==> src/rtl/activity_pkg.sv <==
`default_nettype none
// ============================================================================
// Module : activity_pkg
// Brief  : Shared definitions for the activity scheduler: pulse-generator mode
//          codes, the hybrid walk/jog/run schedule, FSM state encoding, the
//          elapsed-seconds width and a saturating increment helper.
// Rev    : 1.0  initial release
// ============================================================================
package activity_pkg;

  // Mode codes shared with the pulse generator (HYBRID never leaves this block)
  localparam logic [1:0] MODE_WALK   = 2'b00;
  localparam logic [1:0] MODE_JOG    = 2'b01;
  localparam logic [1:0] MODE_RUN    = 2'b10;
  localparam logic [1:0] MODE_HYBRID = 2'b11;

  // Hybrid schedule, element [i] is the generator mode for segment i:
  // walk, jog, run, jog, walk
  localparam int         NUM_SEGS  = 5;
  localparam logic [2:0] SEG_LAST  = 3'd4;
  localparam logic [4:0][1:0] HYB_SCHED = {MODE_WALK, MODE_JOG, MODE_RUN,
                                           MODE_JOG, MODE_WALK};

  localparam int SECONDS_W = 12;
  localparam int CNT_W     = 8;   // holds SEG_SECS-1 for SEG_SECS up to 255
  localparam int GAP_W     = 4;   // holds GAP_CYCLES-1 for GAP_CYCLES up to 15

  typedef enum logic [1:0] {
    ST_IDLE   = 2'd0,
    ST_LOAD   = 2'd1,
    ST_RUN    = 2'd2,
    ST_SWITCH = 2'd3
  } state_e;

  function automatic logic [SECONDS_W-1:0] sat_inc(input logic [SECONDS_W-1:0] v);
    return (v == {SECONDS_W{1'b1}}) ? v : v + 1'b1;
  endfunction

endpackage
`default_nettype wire

==> src/rtl/activity_scheduler_tick_detect.sv <==
`default_nettype none
// ============================================================================
// Module : tick_detect
// Brief  : Rising-edge detector for the 1 Hz square wave. The history flop
//          resets to 1 so a wave that is already high at reset release does
//          not produce a spurious tick.
// Ports  : clk    in  system clock
//          reset  in  synchronous active-high reset
//          clk1hz in  1 Hz square wave, synchronous to clk
//          tick   out one-cycle pulse while clk1hz is high and was low
// Rev    : 1.0  initial release
// ============================================================================
module tick_detect (
  input  logic clk,
  input  logic reset,
  input  logic clk1hz,
  output logic tick
);

  logic clk1hz_q;
  logic clk1hz_d;

  always_comb begin
    clk1hz_d = clk1hz;
  end

  always_ff @(posedge clk) begin
    if (reset) begin
      clk1hz_q <= 1'b1;
    end else begin
      clk1hz_q <= clk1hz_d;
    end
  end

  assign tick = clk1hz & ~clk1hz_q;

endmodule
`default_nettype wire

==> src/rtl/activity_scheduler.sv <==
`default_nettype none
// ============================================================================
// Module : activity_scheduler
// Brief  : Drives the step-pulse generator's start/mode. Latches the user's
//          request, walks the hybrid walk/jog/run schedule on 1 Hz ticks with
//          a start-low guard gap on each rate change, and counts elapsed
//          active seconds (saturating).
// Config : HYBRID_REPEAT_EN - when defined the hybrid schedule loops from
//          segment 4 back to segment 0; otherwise it holds at segment 4.
// Ports  : clk       in   system clock
//          reset     in   synchronous active-high reset
//          clk1hz    in   1 Hz square wave (rising edge = one second)
//          start     in   user run enable, level-sensitive
//          mode      in   [1:0] 00 walk, 01 jog, 10 run, 11 hybrid
//          gen_start out  pulse generator start
//          gen_mode  out  [1:0] pulse generator mode, never 11
//          seg       out  [2:0] current hybrid segment, 0 otherwise
//          seconds   out  [11:0] elapsed active seconds, saturating
//          busy      out  high in RUN or SWITCH
// Rev    : 1.0  initial release
// ============================================================================
module activity_scheduler
  import activity_pkg::*;
#(
  parameter int SEG_SECS   = 20,
  parameter int GAP_CYCLES = 2
) (
  input  logic                 clk,
  input  logic                 reset,
  input  logic                 clk1hz,
  input  logic                 start,
  input  logic [1:0]           mode,
  output logic                 gen_start,
  output logic [1:0]           gen_mode,
  output logic [2:0]           seg,
  output logic [SECONDS_W-1:0] seconds,
  output logic                 busy
);

  localparam logic [CNT_W-1:0] CNT_LAST = CNT_W'(SEG_SECS - 1);
  localparam logic [GAP_W-1:0] GAP_LAST = GAP_W'(GAP_CYCLES - 1);

  logic tick;

  tick_detect u_tick_detect (
    .clk    (clk),
    .reset  (reset),
    .clk1hz (clk1hz),
    .tick   (tick)
  );

  state_e               state_q,     state_d;
  logic [1:0]           mode_q,      mode_d;
  logic [1:0]           gen_mode_q,  gen_mode_d;
  logic                 gen_start_q, gen_start_d;
  logic [2:0]           seg_q,       seg_d;
  logic [CNT_W-1:0]     cnt_q,       cnt_d;
  logic [SECONDS_W-1:0] seconds_q,   seconds_d;
  logic [GAP_W-1:0]     gap_q,       gap_d;
  logic                 pend_q,      pend_d;   // expiry deferred out of SWITCH
  logic                 busy_q,      busy_d;

  logic       is_hybrid;
  logic       expire;
  logic [2:0] seg_next;
  logic [1:0] next_mode;

  assign is_hybrid = (mode_q == MODE_HYBRID);

  always_comb begin
    state_d    = state_q;
    mode_d     = mode_q;
    gen_mode_d = gen_mode_q;
    seg_d      = seg_q;
    cnt_d      = cnt_q;
    seconds_d  = seconds_q;
    gap_d      = gap_q;
    pend_d     = pend_q;
    expire     = 1'b0;

`ifdef HYBRID_REPEAT_EN
    seg_next = (seg_q == SEG_LAST) ? 3'd0 : seg_q + 3'd1;
`else
    seg_next = (seg_q == SEG_LAST) ? SEG_LAST : seg_q + 3'd1;
`endif
    next_mode = HYB_SCHED[seg_next];

    unique case (state_q)
      ST_IDLE: begin
        if (start) begin
          state_d = ST_LOAD;
          mode_d  = mode;
        end
      end

      ST_LOAD: begin
        // Mode is presented one cycle ahead of the generator's start edge
        state_d    = ST_RUN;
        gen_mode_d = is_hybrid ? MODE_WALK : mode_q;
        seg_d      = 3'd0;
        cnt_d      = '0;
        seconds_d  = '0;
        pend_d     = 1'b0;
      end

      ST_RUN: begin
        if (tick) begin
          seconds_d = sat_inc(seconds_q);
          if (is_hybrid && (cnt_q != CNT_LAST)) begin
            cnt_d = cnt_q + 1'b1;
          end
        end
        expire = is_hybrid && (pend_q || (tick && (cnt_q == CNT_LAST)));
        if (expire) begin
          cnt_d  = '0;
          pend_d = 1'b0;
          seg_d  = seg_next;
          if (next_mode != gen_mode_q) begin
            gen_mode_d = next_mode;
            gap_d      = GAP_LAST;
            state_d    = ST_SWITCH;
          end
        end
      end

      ST_SWITCH: begin
        // Seconds keep counting; a segment expiry is parked until RUN resumes
        if (tick) begin
          seconds_d = sat_inc(seconds_q);
          if (cnt_q == CNT_LAST) begin
            pend_d = 1'b1;
          end else begin
            cnt_d = cnt_q + 1'b1;
          end
        end
        if (gap_q == '0) begin
          state_d = ST_RUN;
        end else begin
          gap_d = gap_q - 1'b1;
        end
      end

      default: state_d = ST_IDLE;
    endcase

    // Dropping start wins over any tick or segment event in the same cycle
    if ((state_q != ST_IDLE) && !start) begin
      state_d    = ST_IDLE;
      gen_mode_d = MODE_WALK;
      seg_d      = 3'd0;
      seconds_d  = seconds_q;
      cnt_d      = cnt_q;
      pend_d     = 1'b0;
    end

    // The cycle leaving LOAD only publishes the mode; start follows a cycle later
    gen_start_d = (state_d == ST_RUN) && (state_q != ST_LOAD);
    busy_d      = (state_d == ST_RUN) || (state_d == ST_SWITCH);
  end

  always_ff @(posedge clk) begin
    if (reset) begin
      state_q     <= ST_IDLE;
      mode_q      <= MODE_WALK;
      gen_mode_q  <= MODE_WALK;
      gen_start_q <= 1'b0;
      seg_q       <= 3'd0;
      cnt_q       <= '0;
      seconds_q   <= '0;
      gap_q       <= '0;
      pend_q      <= 1'b0;
      busy_q      <= 1'b0;
    end else begin
      state_q     <= state_d;
      mode_q      <= mode_d;
      gen_mode_q  <= gen_mode_d;
      gen_start_q <= gen_start_d;
      seg_q       <= seg_d;
      cnt_q       <= cnt_d;
      seconds_q   <= seconds_d;
      gap_q       <= gap_d;
      pend_q      <= pend_d;
      busy_q      <= busy_d;
    end
  end

  assign gen_start = gen_start_q;
  assign gen_mode  = gen_mode_q;
  assign seg       = seg_q;
  assign seconds   = seconds_q;
  assign busy      = busy_q;

endmodule
`default_nettype wire

==> config.mk <==
export PLATFORM = sky130hd
export DESIGN_NAME = activity_scheduler
export DESIGN_NICKNAME = d
export VERILOG_FILES = /design/src/rtl/activity_pkg.sv /design/src/rtl/activity_scheduler_tick_detect.sv /design/src/rtl/activity_scheduler.sv
export SDC_FILE = /design/constraint.sdc
export NUM_CORES = 1
export LEC_CHECK = 0
export ABC_AREA = 1
export CAP_MARGIN = 30
export CORE_AREA = 8 8 103 105
export CTS_CLUSTER_DIAMETER = 50
export DETAILED_ROUTE_END_ITERATION = 10
export DIE_AREA = 0 0 111 113
export PLACE_DENSITY_LB_ADDON = 0.2
export SETUP_SLACK_MARGIN = 0.05
export SYNTH_ARGS = -nofsm -noshare
export SYNTH_HDL_FRONTEND = slang
export SYNTH_SLANG_ARGS = --single-unit
==> constraint.sdc <==
create_clock -name clk -period 1.6 [get_ports clk]
set_input_delay 0.4 -clock clk [delete_from_list [all_inputs] [get_ports clk]]
set_output_delay 0.4 -clock clk [all_outputs]
set_load 0.02 [all_outputs]
==> flow_summary.json <==
{
  "status": "finished clean",
  "post-route-util": 0.3639,
  "die_area_um2": 12540,
  "clkSinkCount": 37,
  "critPathCapture": "gap_q[1]",
  "start_util": 0.2445,
  "switchingPower_mw": 0.5558,
  "syn_avg_cell_area_um2": 6.493,
  "track_usage": 0.09525,
  "grt_pass1_vias": 2154,
  "cts_made_buffers": 5,
  "cts_max_level": 2,
  "synth.top_cells.by_count": "nand2_1, nor2_1, inv_1",
  "period_minus_slack_ns": 1.516,
  "grt_first_pass_wirelength_um": 10050,
  "routed_wl_um": 5973,
  "cp_common_cell": "nand2_4",
  "async_flop_share": 0,
  "switching_share": 0.2773,
  "p_clk_frac": 0.378,
  "drive_gt1_frac": 0.3390,
  "synth.most_common_cell": "nand2_1",
  "setup_viol": 0,
  "grt_max_degree": 14,
  "tns_ns": 0,
  "dp_hpwl_um": 4434,
  "rsz0062_at_grt": "true",
  "worst_pin_slew_ns": 0.3104,
  "gp_congestion": 0.7788,
  "critPathBufInv": 2,
  "crit_family": "simple AND/OR/NAND/NOR gates",
  "critPathCaptureType": "flop",
  "cts_hold_buffers": 0,
  "worstSetupStartpointType": "flop",
  "regToRegEndpoint": "gap_q[1]",
  "syn-cell-area_um2": 2195,
  "cts_tree": "built",
  "syn_to_final_growth_pct": 48.86,
  "worstReg2RegStart": "seg[0]",
  "rr_worst_depth": 12,
  "grt_overflow": 0,
  "synth_edf_count": 0,
  "cp_slowest_cell": "dfxtp_4",
  "slew_violations": 0,
  "p_total_mw": 2.004,
  "cp.arrival_ns": 1.71,
  "max_stage_delay_ns": 0.40,
  "path_cells": "inv_4 -> ha_4 -> nand2_4 -> inv_1 -> nor2_2 -> nand3_1 -> nand2_2 -> nand3_4 -> nand2_4 -> nand2_1 -> o21ai_1 -> nor2_1",
  "root_buffer": "clkbuf_8",
  "ys_ff_latch": 37,
  "coreArea_um2": 8977,
  "maxCapViolations": 0,
  "p_per_area_nw_per_um2": 613.5,
  "first_pass_iters": 4,
  "ys_seq_area_frac": 0.3375,
  "min_path_type": "primary input to flop",
  "syn_inst": 338,
  "yosysTopAreaCellShare": 0.3375,
  "synth_largest_area_cell": "dfxtp_1",
  "hold_viol": 0,
  "cp_num_cells": 12,
  "ioPinCount": 25,
  "cts.clk_slew.worst_paths_ns": 0.08,
  "synthFlopType": "dfxtp_1",
  "max_freq_mhz": 659.8,
  "slew_headroom": 0.7924,
  "yosys_warnings": 0,
  "antenna_found_initial": 0,
  "route.vias.total": 2214,
  "p_int_mw": 1.449,
  "ctsLongestPathBuffers": 2,
  "stdcell_count": 521,
  "combPwrFrac": 0.139,
  "r2r_slack_ns": 0.08,
  "die_y_um": 113,
  "worstSetupPathType": "flop to flop",
  "viasPerCell": 4.250,
  "placedCellCount": 507,
  "diodes": 0,
  "fin_crit_sh": 0.9473,
  "final_nets": 422,
  "worstPathMaxFanout": 5,
  "ir_drop_uv": 263.5,
  "required_ns": 1.79,
  "synth_nets": 351,
  "fin_worst_skew_ns": 0.01097,
  "yosys-top-cells-area": "dfxtp_1, nand2_1, nor2_1, inv_1, a21oi_1",
  "antenna_left": 0,
  "die_w_um": 111,
  "portBuffers": 24,
  "leakage_nw": 1.385,
  "wl_per_cell_um": 11.46,
  "fp-row-count": 35,
  "cp-startpoint": "seg[0]",
  "seqPwrFrac": 0.483,
  "clock_latency_ns": 0.30,
  "yosysUniqueCellTypes": 27,
  "drt_iter0_drc": 78,
  "post-route-drc-count": 0
}
-- how the worst min path moves through the flow --
stage / startpoint / to / depth (start not counted)
3_3_place_gp: seg[1] / seg[1] / 2
2_1_floorplan: mode_q[1] / mode_q[1] / 2
6_report: clk1hz / u_tick_detect.clk1hz_q / 3
3_5_place_dp: seg[1] / seg[1] / 2
5_1_grt: clk1hz / u_tick_detect.clk1hz_q / 3
4_1_cts: clk1hz / u_tick_detect.clk1hz_q / 3
-- area by class of cell --
cell class / instances / area, µm²
clock buffer: 7 / 96.34
clock inverter: 1 / 5.005
fill: 935 / 5710
sequential: 37 / 770.7
timing repair buffer: 70 / 569.3
multi-input combinational: 248 / 1495
inverter: 47 / 191.4
tap: 111 / 138.9
-- worst min-delay path, cell delays in order --
cell and delay, ns:
dlygate4sd2_1 0.21, inv_2 0.06, nand2_1 0.05
-- flip-flops by register name (all words and copies together) (netlist names) --
signal and flops:
busy 1, cnt_q 8, gap_q 4, gen_mode 2
gen_start 1, mode_q 2, pend_q 1, seconds 12
seg 3, state_q 2, u_tick_detect.clk1hz_q 1
-- placed cells by master (no fill, tap or decap), types with 2 or more instances in the layout --
cell              n
a31oi_1           2
dfxtp_1          21
buf_6             3
inv_4             4
buf_4            43
nor2_2            7
xnor2_1           3
nor3_1            4
nand3_2           5
inv_2             6
o21ai_0           7
clkdlybuf4s50_1   4
nand3_4           2
inv_1            36
dfxtp_2          12
nand4_1           4
nand3_1          13
xor2_1           10
dfxtp_4           4
o21ai_1           5
a21oi_2           7
nand2_1          71
nor3_2            3
ha_1              2
nand2_2          10
nor2_1           51
ha_4              4
a21oi_1          15
nand2_4           7
clkbuf_8          7
nor2_4            8
dlygate4sd2_1    18
-- cells by family after synthesis --
group / share of synthesized area
buf+inv: 0.1026
simple gates: 0.3723
flops: 0.3375
xor+xnor: 0.05188
compound gates: 0.09578
fa+ha+maj: 0.03991
-- through the flow --
stage / hold slack [ns] / instance area, µm² / setup WS, ns
2_1_floorplan: 0.4647 / 2202 / 0.05212
6_report: 0.4477 / 3267 / 0.08431
3_5_place_dp: 0.4822 / 2840 / -0.3664
5_1_grt: 0.4483 / 3267 / -0.01139
3_3_place_gp: 0.4806 / 2840 / -0.3249
4_1_cts: 0.4463 / 2988 / 0.05278
-- power by group through the flow --
stage / combinational [mW] / sequential [mW] / clock (mW)
2_1_floorplan: 0.141 / 0.996 / 0
3_3_place_gp: 0.250 / 0.989 / 0
3_5_place_dp: 0.249 / 0.990 / 0
4_1_cts: 0.256 / 0.968 / 0.780
5_1_grt: 0.315 / 0.972 / 0.824
6_report: 0.279 / 0.968 / 0.757
-- what timing repair did --
item	in CTS	in global routing
buffers inserted	1	4
gates resized for setup	39	76
endpoints found under the setup margin	38	33
cloned	0	1
pin swaps	11	28
-- routing by layer --
layer | vias up | routed length, µm | GRT usage
li1 | 1199 | - | -
met1 | 983 | 2828 | 0.1161
met2 | 26 | 2843 | 0.1562
met3 | 6 | 202 | 0.02434
met4 | 0 | 99 | 0.03784
met5 | - | 0 | 0
Power figures use the tool's default switching activity.
